File: src/rtl/id_ex_pkg.sv
`default_nettype none
// ============================================================================
// Module   : id_ex_pkg
// Brief    : Shared constants and bundle type for the ID/EX pipeline stage.
// Revision : 1.0 - initial release
// ============================================================================
package id_ex_pkg;

  localparam int XLEN_DEF     = 32;
  localparam int REG_AW_DEF   = 5;
  localparam int ALUC_W_DEF   = 3;
  localparam int RESSRC_W_DEF = 2;

  // Control word layout: {MemWrite, ALUSrc, RegWrite, Jump, Branch}
  localparam int CTRL_W        = 5;
  localparam int CTRL_MEMWRITE = 4;
  localparam int CTRL_ALUSRC   = 3;
  localparam int CTRL_REGWRITE = 2;
  localparam int CTRL_JUMP     = 1;
  localparam int CTRL_BRANCH   = 0;

  typedef struct packed {
    logic [CTRL_W-1:0]       ctrl;
    logic [RESSRC_W_DEF-1:0] result_src;
    logic [ALUC_W_DEF-1:0]   alu_ctrl;
    logic [REG_AW_DEF-1:0]   rd;
    logic [REG_AW_DEF-1:0]   rs1;
    logic [REG_AW_DEF-1:0]   rs2;
    logic [XLEN_DEF-1:0]     rd1;
    logic [XLEN_DEF-1:0]     rd2;
    logic [XLEN_DEF-1:0]     pc;
    logic [XLEN_DEF-1:0]     imm_ext;
    logic [XLEN_DEF-1:0]     pc_plus4;
  } id_ex_bundle_t;

  localparam id_ex_bundle_t ID_EX_BUBBLE = '0;

endpackage : id_ex_pkg
`default_nettype wire

File: src/rtl/id_ex_if.sv
`default_nettype none
// ============================================================================
// Module   : id_ex_if
// Brief    : Decode-side and execute-side handshake/bundle signals of ID/EX.
// Revision : 1.0 - initial release
// ============================================================================
interface id_ex_if
  import id_ex_pkg::*;
#(
  parameter int XLEN     = XLEN_DEF,
  parameter int REG_AW   = REG_AW_DEF,
  parameter int ALUC_W   = ALUC_W_DEF,
  parameter int RESSRC_W = RESSRC_W_DEF
) ();

  logic                flush;
  logic                in_valid;
  logic                in_ready;
  logic                out_valid;
  logic                out_ready;

  logic [CTRL_W-1:0]   ctrl_d,       ctrl_e;
  logic [RESSRC_W-1:0] result_src_d, result_src_e;
  logic [ALUC_W-1:0]   alu_ctrl_d,   alu_ctrl_e;
  logic [REG_AW-1:0]   rd_d,         rd_e;
  logic [REG_AW-1:0]   rs1_d,        rs1_e;
  logic [REG_AW-1:0]   rs2_d,        rs2_e;
  logic [XLEN-1:0]     rd1_d,        rd1_e;
  logic [XLEN-1:0]     rd2_d,        rd2_e;
  logic [XLEN-1:0]     pc_d,         pc_e;
  logic [XLEN-1:0]     imm_ext_d,    imm_ext_e;
  logic [XLEN-1:0]     pc_plus4_d,   pc_plus4_e;

  modport slave (
    input  flush, in_valid, out_ready,
    input  ctrl_d, result_src_d, alu_ctrl_d, rd_d, rs1_d, rs2_d,
    input  rd1_d, rd2_d, pc_d, imm_ext_d, pc_plus4_d,
    output in_ready, out_valid,
    output ctrl_e, result_src_e, alu_ctrl_e, rd_e, rs1_e, rs2_e,
    output rd1_e, rd2_e, pc_e, imm_ext_e, pc_plus4_e
  );

  modport master (
    output flush, in_valid, out_ready,
    output ctrl_d, result_src_d, alu_ctrl_d, rd_d, rs1_d, rs2_d,
    output rd1_d, rd2_d, pc_d, imm_ext_d, pc_plus4_d,
    input  in_ready, out_valid,
    input  ctrl_e, result_src_e, alu_ctrl_e, rd_e, rs1_e, rs2_e,
    input  rd1_e, rd2_e, pc_e, imm_ext_e, pc_plus4_e
  );

endinterface : id_ex_if
`default_nettype wire

File: src/rtl/id_ex_skid_buf.sv
`default_nettype none
// ============================================================================
// Module   : id_ex_skid_buf
// Brief    : One-entry holding register with valid flag for the ID/EX stage.
// Revision : 1.0 - initial release
// ============================================================================
module id_ex_skid_buf
  import id_ex_pkg::*;
#(
  parameter type T = id_ex_bundle_t
) (
  input  logic clk,
  input  logic reset,
  input  logic clear,
  input  logic load,
  input  logic pop,
  input  T     data_in,
  output logic valid,
  output T     data
);

  logic r_valid;
  T     r_data;

  always_ff @(posedge clk) begin
    if (!reset) begin
      r_valid <= 1'b0;
      r_data  <= '0;
    end else if (clear) begin
      r_valid <= 1'b0;
    end else if (load) begin
      r_valid <= 1'b1;
      r_data  <= data_in;
    end else if (pop) begin
      r_valid <= 1'b0;
    end
  end

  assign valid = r_valid;
  assign data  = r_data;

endmodule : id_ex_skid_buf
`default_nettype wire

File: src/rtl/id_ex_stage.sv
`default_nettype none
// ============================================================================
// Module   : id_ex_stage
// Brief    : ID/EX pipeline register with valid/ready handshake, stall, flush
//            and bubble insertion. Define ID_EX_SKID_EN for a one-entry skid
//            buffer with a registered in_ready.
// Revision : 1.0 - initial release
// ============================================================================
module id_ex_stage
  import id_ex_pkg::*;
#(
  parameter int XLEN     = XLEN_DEF,
  parameter int REG_AW   = REG_AW_DEF,
  parameter int ALUC_W   = ALUC_W_DEF,
  parameter int RESSRC_W = RESSRC_W_DEF
) (
  input  logic   clk,
  input  logic   reset,
  id_ex_if.slave bus
);

  typedef struct packed {
    logic [CTRL_W-1:0]   ctrl;
    logic [RESSRC_W-1:0] result_src;
    logic [ALUC_W-1:0]   alu_ctrl;
    logic [REG_AW-1:0]   rd;
    logic [REG_AW-1:0]   rs1;
    logic [REG_AW-1:0]   rs2;
    logic [XLEN-1:0]     rd1;
    logic [XLEN-1:0]     rd2;
    logic [XLEN-1:0]     pc;
    logic [XLEN-1:0]     imm_ext;
    logic [XLEN-1:0]     pc_plus4;
  } bundle_t;

  // An invalid slot must never carry a write side effect downstream.
  function automatic bundle_t kill_ctrl(input bundle_t b);
    bundle_t k;
    k            = b;
    k.ctrl       = '0;
    k.result_src = '0;
    k.alu_ctrl   = '0;
    k.rd         = '0;
    return k;
  endfunction

  bundle_t w_in;
  bundle_t r_out;
  logic    r_out_valid;
  logic    w_in_ready;
  logic    w_xfer_in;
  logic    w_out_fire;

  always_comb begin
    w_in            = '0;
    w_in.ctrl       = bus.ctrl_d;
    w_in.result_src = bus.result_src_d;
    w_in.alu_ctrl   = bus.alu_ctrl_d;
    w_in.rd         = bus.rd_d;
    w_in.rs1        = bus.rs1_d;
    w_in.rs2        = bus.rs2_d;
    w_in.rd1        = bus.rd1_d;
    w_in.rd2        = bus.rd2_d;
    w_in.pc         = bus.pc_d;
    w_in.imm_ext    = bus.imm_ext_d;
    w_in.pc_plus4   = bus.pc_plus4_d;
  end

  assign w_xfer_in  = bus.in_valid && w_in_ready;
  assign w_out_fire = r_out_valid && bus.out_ready;

`ifdef ID_EX_SKID_EN
  logic    w_out_open;
  logic    w_skid_valid;
  logic    w_skid_load;
  logic    w_skid_pop;
  bundle_t w_skid_data;

  assign w_out_open  = !r_out_valid || bus.out_ready;
  // in_ready depends only on flop state, so out_ready never reaches it.
  assign w_in_ready  = !w_skid_valid;
  assign w_skid_load = w_xfer_in && !w_out_open;
  assign w_skid_pop  = w_skid_valid && w_out_open;

  id_ex_skid_buf #(
    .T (bundle_t)
  ) u_skid (
    .clk     (clk),
    .reset   (reset),
    .clear   (bus.flush),
    .load    (w_skid_load),
    .pop     (w_skid_pop),
    .data_in (w_in),
    .valid   (w_skid_valid),
    .data    (w_skid_data)
  );

  always_ff @(posedge clk) begin
    if (!reset) begin
      r_out       <= '0;
      r_out_valid <= 1'b0;
    end else if (bus.flush) begin
      r_out       <= kill_ctrl(r_out);
      r_out_valid <= 1'b0;
    end else if (w_skid_pop) begin
      r_out       <= w_skid_data;
      r_out_valid <= 1'b1;
    end else if (w_xfer_in && w_out_open) begin
      r_out       <= w_in;
      r_out_valid <= 1'b1;
    end else if (w_out_fire) begin
      r_out       <= kill_ctrl(r_out);
      r_out_valid <= 1'b0;
    end
  end
`else
  assign w_in_ready = !r_out_valid || bus.out_ready;

  always_ff @(posedge clk) begin
    if (!reset) begin
      r_out       <= '0;
      r_out_valid <= 1'b0;
    end else if (bus.flush) begin
      r_out       <= kill_ctrl(r_out);
      r_out_valid <= 1'b0;
    end else if (w_xfer_in) begin
      r_out       <= w_in;
      r_out_valid <= 1'b1;
    end else if (w_out_fire) begin
      r_out       <= kill_ctrl(r_out);
      r_out_valid <= 1'b0;
    end
  end
`endif

  assign bus.in_ready     = w_in_ready;
  assign bus.out_valid    = r_out_valid;
  assign bus.ctrl_e       = r_out.ctrl;
  assign bus.result_src_e = r_out.result_src;
  assign bus.alu_ctrl_e   = r_out.alu_ctrl;
  assign bus.rd_e         = r_out.rd;
  assign bus.rs1_e        = r_out.rs1;
  assign bus.rs2_e        = r_out.rs2;
  assign bus.rd1_e        = r_out.rd1;
  assign bus.rd2_e        = r_out.rd2;
  assign bus.pc_e         = r_out.pc;
  assign bus.imm_ext_e    = r_out.imm_ext;
  assign bus.pc_plus4_e   = r_out.pc_plus4;

endmodule : id_ex_stage
`default_nettype wire

File: src/flat_wrapper.sv
// flat-port wrapper written by rule: the top's interface ports become plain ports
module id_ex_stage_flat import id_ex_pkg::*;
#(
  parameter int XLEN     = XLEN_DEF,
  parameter int REG_AW   = REG_AW_DEF,
  parameter int ALUC_W   = ALUC_W_DEF,
  parameter int RESSRC_W = RESSRC_W_DEF
)
  (clk, reset, bus_flush, bus_in_valid, bus_out_ready, bus_ctrl_d, bus_result_src_d, bus_alu_ctrl_d, bus_rd_d, bus_rs1_d, bus_rs2_d, bus_rd1_d, bus_rd2_d, bus_pc_d, bus_imm_ext_d, bus_pc_plus4_d, bus_in_ready, bus_out_valid, bus_ctrl_e, bus_result_src_e, bus_alu_ctrl_e, bus_rd_e, bus_rs1_e, bus_rs2_e, bus_rd1_e, bus_rd2_e, bus_pc_e, bus_imm_ext_e, bus_pc_plus4_e);
  id_ex_if #(.XLEN(XLEN), .REG_AW(REG_AW), .ALUC_W(ALUC_W), .RESSRC_W(RESSRC_W)) bus_i ();
  input  logic clk;
  input  logic reset;
  input wire logic [$bits(bus_i.flush)-1:0] bus_flush;
  input wire logic [$bits(bus_i.in_valid)-1:0] bus_in_valid;
  input wire logic [$bits(bus_i.out_ready)-1:0] bus_out_ready;
  input wire logic [$bits(bus_i.ctrl_d)-1:0] bus_ctrl_d;
  input wire logic [$bits(bus_i.result_src_d)-1:0] bus_result_src_d;
  input wire logic [$bits(bus_i.alu_ctrl_d)-1:0] bus_alu_ctrl_d;
  input wire logic [$bits(bus_i.rd_d)-1:0] bus_rd_d;
  input wire logic [$bits(bus_i.rs1_d)-1:0] bus_rs1_d;
  input wire logic [$bits(bus_i.rs2_d)-1:0] bus_rs2_d;
  input wire logic [$bits(bus_i.rd1_d)-1:0] bus_rd1_d;
  input wire logic [$bits(bus_i.rd2_d)-1:0] bus_rd2_d;
  input wire logic [$bits(bus_i.pc_d)-1:0] bus_pc_d;
  input wire logic [$bits(bus_i.imm_ext_d)-1:0] bus_imm_ext_d;
  input wire logic [$bits(bus_i.pc_plus4_d)-1:0] bus_pc_plus4_d;
  output wire logic [$bits(bus_i.in_ready)-1:0] bus_in_ready;
  output wire logic [$bits(bus_i.out_valid)-1:0] bus_out_valid;
  output wire logic [$bits(bus_i.ctrl_e)-1:0] bus_ctrl_e;
  output wire logic [$bits(bus_i.result_src_e)-1:0] bus_result_src_e;
  output wire logic [$bits(bus_i.alu_ctrl_e)-1:0] bus_alu_ctrl_e;
  output wire logic [$bits(bus_i.rd_e)-1:0] bus_rd_e;
  output wire logic [$bits(bus_i.rs1_e)-1:0] bus_rs1_e;
  output wire logic [$bits(bus_i.rs2_e)-1:0] bus_rs2_e;
  output wire logic [$bits(bus_i.rd1_e)-1:0] bus_rd1_e;
  output wire logic [$bits(bus_i.rd2_e)-1:0] bus_rd2_e;
  output wire logic [$bits(bus_i.pc_e)-1:0] bus_pc_e;
  output wire logic [$bits(bus_i.imm_ext_e)-1:0] bus_imm_ext_e;
  output wire logic [$bits(bus_i.pc_plus4_e)-1:0] bus_pc_plus4_e;
  assign bus_i.flush = bus_flush;
  assign bus_i.in_valid = bus_in_valid;
  assign bus_i.out_ready = bus_out_ready;
  assign bus_i.ctrl_d = bus_ctrl_d;
  assign bus_i.result_src_d = bus_result_src_d;
  assign bus_i.alu_ctrl_d = bus_alu_ctrl_d;
  assign bus_i.rd_d = bus_rd_d;
  assign bus_i.rs1_d = bus_rs1_d;
  assign bus_i.rs2_d = bus_rs2_d;
  assign bus_i.rd1_d = bus_rd1_d;
  assign bus_i.rd2_d = bus_rd2_d;
  assign bus_i.pc_d = bus_pc_d;
  assign bus_i.imm_ext_d = bus_imm_ext_d;
  assign bus_i.pc_plus4_d = bus_pc_plus4_d;
  assign bus_in_ready = bus_i.in_ready;
  assign bus_out_valid = bus_i.out_valid;
  assign bus_ctrl_e = bus_i.ctrl_e;
  assign bus_result_src_e = bus_i.result_src_e;
  assign bus_alu_ctrl_e = bus_i.alu_ctrl_e;
  assign bus_rd_e = bus_i.rd_e;
  assign bus_rs1_e = bus_i.rs1_e;
  assign bus_rs2_e = bus_i.rs2_e;
  assign bus_rd1_e = bus_i.rd1_e;
  assign bus_rd2_e = bus_i.rd2_e;
  assign bus_pc_e = bus_i.pc_e;
  assign bus_imm_ext_e = bus_i.imm_ext_e;
  assign bus_pc_plus4_e = bus_i.pc_plus4_e;
  id_ex_stage #(.XLEN(XLEN), .REG_AW(REG_AW), .ALUC_W(ALUC_W), .RESSRC_W(RESSRC_W)) u_core (.clk(clk), .reset(reset), .bus(bus_i));
endmodule
File: config.mk
export PLATFORM = sky130hd
export DESIGN_NAME = id_ex_stage_flat
export DESIGN_NICKNAME = d
export VERILOG_FILES = /design/src/rtl/id_ex_pkg.sv /design/src/rtl/id_ex_if.sv /design/src/rtl/id_ex_skid_buf.sv /design/src/rtl/id_ex_stage.sv /design/src/flat_wrapper.sv
export SDC_FILE = /design/constraint.sdc
export NUM_CORES = 1
export LEC_CHECK = 0
export CORE_ASPECT_RATIO = 1.5
export CORE_MARGIN = 4
export CORE_UTILIZATION = 36
export DETAILED_ROUTE_END_ITERATION = 12
export HOLD_SLACK_MARGIN = 0.1
export PLACE_DENSITY_LB_ADDON = 0.2
export RECOVER_POWER = 50
export SYNTH_ARGS = -nofsm -noshare
export SYNTH_HDL_FRONTEND = slang
export SYNTH_HIERARCHICAL = 1
export SYNTH_SLANG_ARGS = --single-unit
File: constraint.sdc
create_clock -name clk -period 1.3 [get_ports clk]
set_input_delay 0.26 -clock clk [delete_from_list [all_inputs] [get_ports clk]]
set_output_delay 0.26 -clock clk [all_outputs]
set_load 0.05 [all_outputs]
==> Flow_metrics.wiki <==
{| class="wikitable"
! Metric !! Value
|-
| Largest fanout on the critical path || 10
|-
| Fin Hold WS || 0.300 ns
|-
| Post-detailed-route count of antenna-violating nets || 0
|-
| Critical path cell sequence || nor2b_4 > nor3b_4 > buf_6 > buf_12 > bufbuf_16 > mux2i_1
|-
| Time the worst path needs with I/O delays and setup || 1.53 ns
|-
| Count of placed standard cells including taps || 1390
|-
| Cell with the largest stage delay on the worst path || sky130_fd_sc_hd__dfxtp_4
|-
| Buffer type at the clock tree root || sky130_fd_sc_hd__clkbuf_16
|-
| Final setup viols || 172
|-
| Number of register bits inferred by synthesis || 186
|-
| First-pass GRT wire length || 37.3 mm
|-
| Static power due to leakage || 5.62 nW
|-
| Number of hold violations in the final report || 0
|-
| Data required time at the worst endpoint || 1.67 ns
|-
| Max VDD drop || 0.000802 V
|-
| Synthesis-to-layout area growth || 87.9%
|-
| Via count of the first global-routing pass || 6806
|-
| Post-route cell area || 13700 µm²
|-
| Initial Utilization || 0.367
|-
| Post-detailed-placement half-perimeter wirelength || 18.6 mm
|-
| Number of detailed-route iterations in the first pass || 5
|-
| Maximum number of pins on one net before global-route repair || 55
|-
| Capture point of the worst reg-to-reg path || u_core/bus.pc_plus4_e[4]$_SDFFE_PN0P_
|-
| IO buf count || 376
|-
| Sink Count || 186
|-
| Clk buf depth || 2
|-
| Critical path launch point || u_core/bus.out_valid$_SDFFE_PP0P_
|-
| Number of instances in the synthesized netlist || 779
|-
| Final core area utilization || 0.689
|-
| Commonest non-fill, non-tap cell in the layout || sky130_fd_sc_hd__nand2_1
|-
| Final setup skew || 0.00594 ns
|-
| Hold Startpoint || reset
|-
| Number of distinct library cells after synthesis || 15
|-
| Most frequent cells in the layout || 340 x sky130_fd_sc_hd__nand2_1, 188 x sky130_fd_sc_hd__clkdlybuf4s50_1, 182 x sky130_fd_sc_hd__dfxtp_1
|-
| Top Ports || 377
|-
| Post-CTS Hold Fix Bufs || 0
|-
| Number of buffers added by the clock tree synthesis step || 17
|-
| Via density per instance || 4.66
|-
| CTS clock-pin slew for the worst setup and hold paths || 0.07 ns
|-
| Dominant cells by area after synthesis || sky130_fd_sc_hd__dfxtp_1 51%, sky130_fd_sc_hd__mux2i_1 23%, sky130_fd_sc_hd__nand2_1 18%
|-
| Setup slack after placement || -0.688 ns
|-
| DRC Markers || 0
|-
| Summed negative setup slack over all endpoints || -22.72 ns
|-
| Synthesized area per cell || 9.35 µm²
|-
| Startpoint of the lowest-slack register-to-register path || u_core/bus.out_valid$_SDFFE_PP0P_
|-
| Gp weighted congestion || 0.787
|-
| Violated checks || setup timing
|-
| Number of cells on the worst reg-to-reg path || 6
|-
| Worst-Skew Late Latency || 0.43 ns
|-
| Vertical die dimension || 182 µm
|-
| Result of the run || finished with violations
|-
| 1st-iter DRT viols || 297
|-
| Worst setup path endpoint || u_core/bus.pc_plus4_e[4]$_SDFFE_PN0P_
|-
| Core area || 19900 µm²
|-
| Via count || 6735
|-
| Total detailed-routing wirelength || 25.4 mm
|-
| GRT overflow || 0
|-
| Non-Filler Instances || 1446
|-
| Fraction of final layout cells sized beyond drive strength 1 || 0.246
|-
| Slew @ Worst Pin || 0.389 ns
|-
| Worst setup margin || -0.228 ns
|-
| Highest cell delay on the worst timing path || 0.34 ns
|-
| Maxcap violations || 0
|-
| Data arrival time of the worst path || 1.90 ns
|-
| Final layout net count || 1363
|-
| TritonCTS clock tree || yes
|-
| H-Tree Level Count || 4
|-
| Max Freq || 0.654 GHz
|-
| R2R setup slack || -0.23 ns
|-
| RSZ-0062 raised after global routing || true
|-
| FP Rows || 63
|-
| Die footprint || 22600 µm²
|-
| Critical path launch point type || flop
|-
| Final period utilization || 1.18
|-
| Inserted Diodes || 0
|-
| Power Density || 1120 nW/µm²
|-
| Overall fraction of global-route tracks in use || 0.217
|-
| Crit end category || flop
|-
| Warnings from Yosys || 6
|-
| Number of antenna violations at the first check in global routing || 0
|-
| Slew HR || 0.741
|-
| Cell type contributing the most total cell area after synthesis || sky130_fd_sc_hd__dfxtp_1
|-
| Portion of the post-synthesis area used by sequential elements || 0.511
|-
| Post-detailed-placement cell area || 13200 µm²
|-
| Type of the setup path with the least slack || reg2reg
|-
| Average wire per cell in the routed design || 17.6 µm
|-
| Final count of pins violating max slew || 0
|-
| Class of the worst hold path || in2reg
|-
| Die X-Extent || 124 µm
|-
| Power Total || 15.3 mW
|-
| Net count of the mapped netlist || 969
|-
| Share of the synthesized area in the top cell type || 0.511
|-
| Netlist Area Pre-Place || 7280 µm²
|}
==> worst min-delay path by stage <==
stage                                                  end  slack (ns)  cells after the start
detailed placement        u_core/bus.rd2_e[2]$_SDFFE_PN0P_        0.48                      2
global route             u_core/bus.out_valid$_SDFFE_PP0P_        0.30                      4
floorplan                u_core/bus.out_valid$_SDFFE_PP0P_        0.38                      2
global placement    u_core/bus.pc_plus4_e[11]$_SDFFE_PN0P_        0.48                      2
CTS                      u_core/bus.out_valid$_SDFFE_PP0P_        0.25                      4
finish                   u_core/bus.out_valid$_SDFFE_PP0P_        0.30                      4
==> cells by family after synthesis <==
family                 count (synthesis)  share of synthesized area
AO/OA/AOI/OAI                         16                     0.0194
AND/OR/NAND/NOR                      347                      0.183
flip-flops                           186                      0.511
multiplexers                         170                      0.234
buffers and inverters                 60                     0.0526
==> cells in the mapped netlist (all sizes together) <==
master,instances
nor3b,2
a22o,15
nand2,340
clkbuf,34
nand2b,1
nor2b,1
inv,1
dfxtp,186
buf,25
o21ba,1
nor2,3
mux2i,170
==> worst max-delay path, delay by kind of cell (launching register included) <==
kind,cells,cell delay [ns]
mux,1,0.17
buf+inv,3,0.62
simple gates,2,0.33
flops,1,0.34
==> metal layers <==
layer	wire length, µm	track usage	vias up
li1	-	-	3321
met1	8810	0.219	3109
met2	13500	0.395	257
met3	2150	0.0800	48
met4	949	0.0864	0
met5	0	0	-
==> timing repair <==
item,4_1_cts,5_1_grt
pin swaps,1,1
gates cloned,8,3
gates resized for setup,51,14
buffers inserted,11,6
setup endpoints to repair,187,187
==> report_power, final <==
| part | total [mW] | internal (mW) | switching, mW | leakage, nW |
|---|---|---|---|---|
| Combinational | 3.72 | 1.88 | 1.85 | 3.81 |
| Sequential | 6.24 | 5.99 | 0.250 | 1.52 |
| Clock | 5.38 | 3.07 | 2.31 | 0.286 |
| Total | 15.3 | 10.9 | 4.41 | 5.62 |
==> sequential cells by signal, indices dropped and copies added, names as in the netlist <==
signal,cells
u_core/bus.ctrl_e,5
u_core/bus.rs1_e,5
u_core/bus.pc_e,32
u_core/bus.out_valid,1
u_core/bus.alu_ctrl_e,3
u_core/bus.imm_ext_e,32
u_core/bus.rs2_e,5
u_core/bus.rd_e,5
u_core/bus.result_src_e,2
u_core/bus.rd2_e,32
u_core/bus.rd1_e,32
u_core/bus.pc_plus4_e,32
==> layout make-up <==
cell class              count  area (µm²)
fillers                  1473        6180
repair buffers            433        5780
flip-flops and latches    186        3730
multi-input cells         534        3220
clock buffers              20         478
well taps                 260         325
clock inverters            12         138
inverters                   1        6.26
No activity file was read; power rests on OpenSTA's default activity.
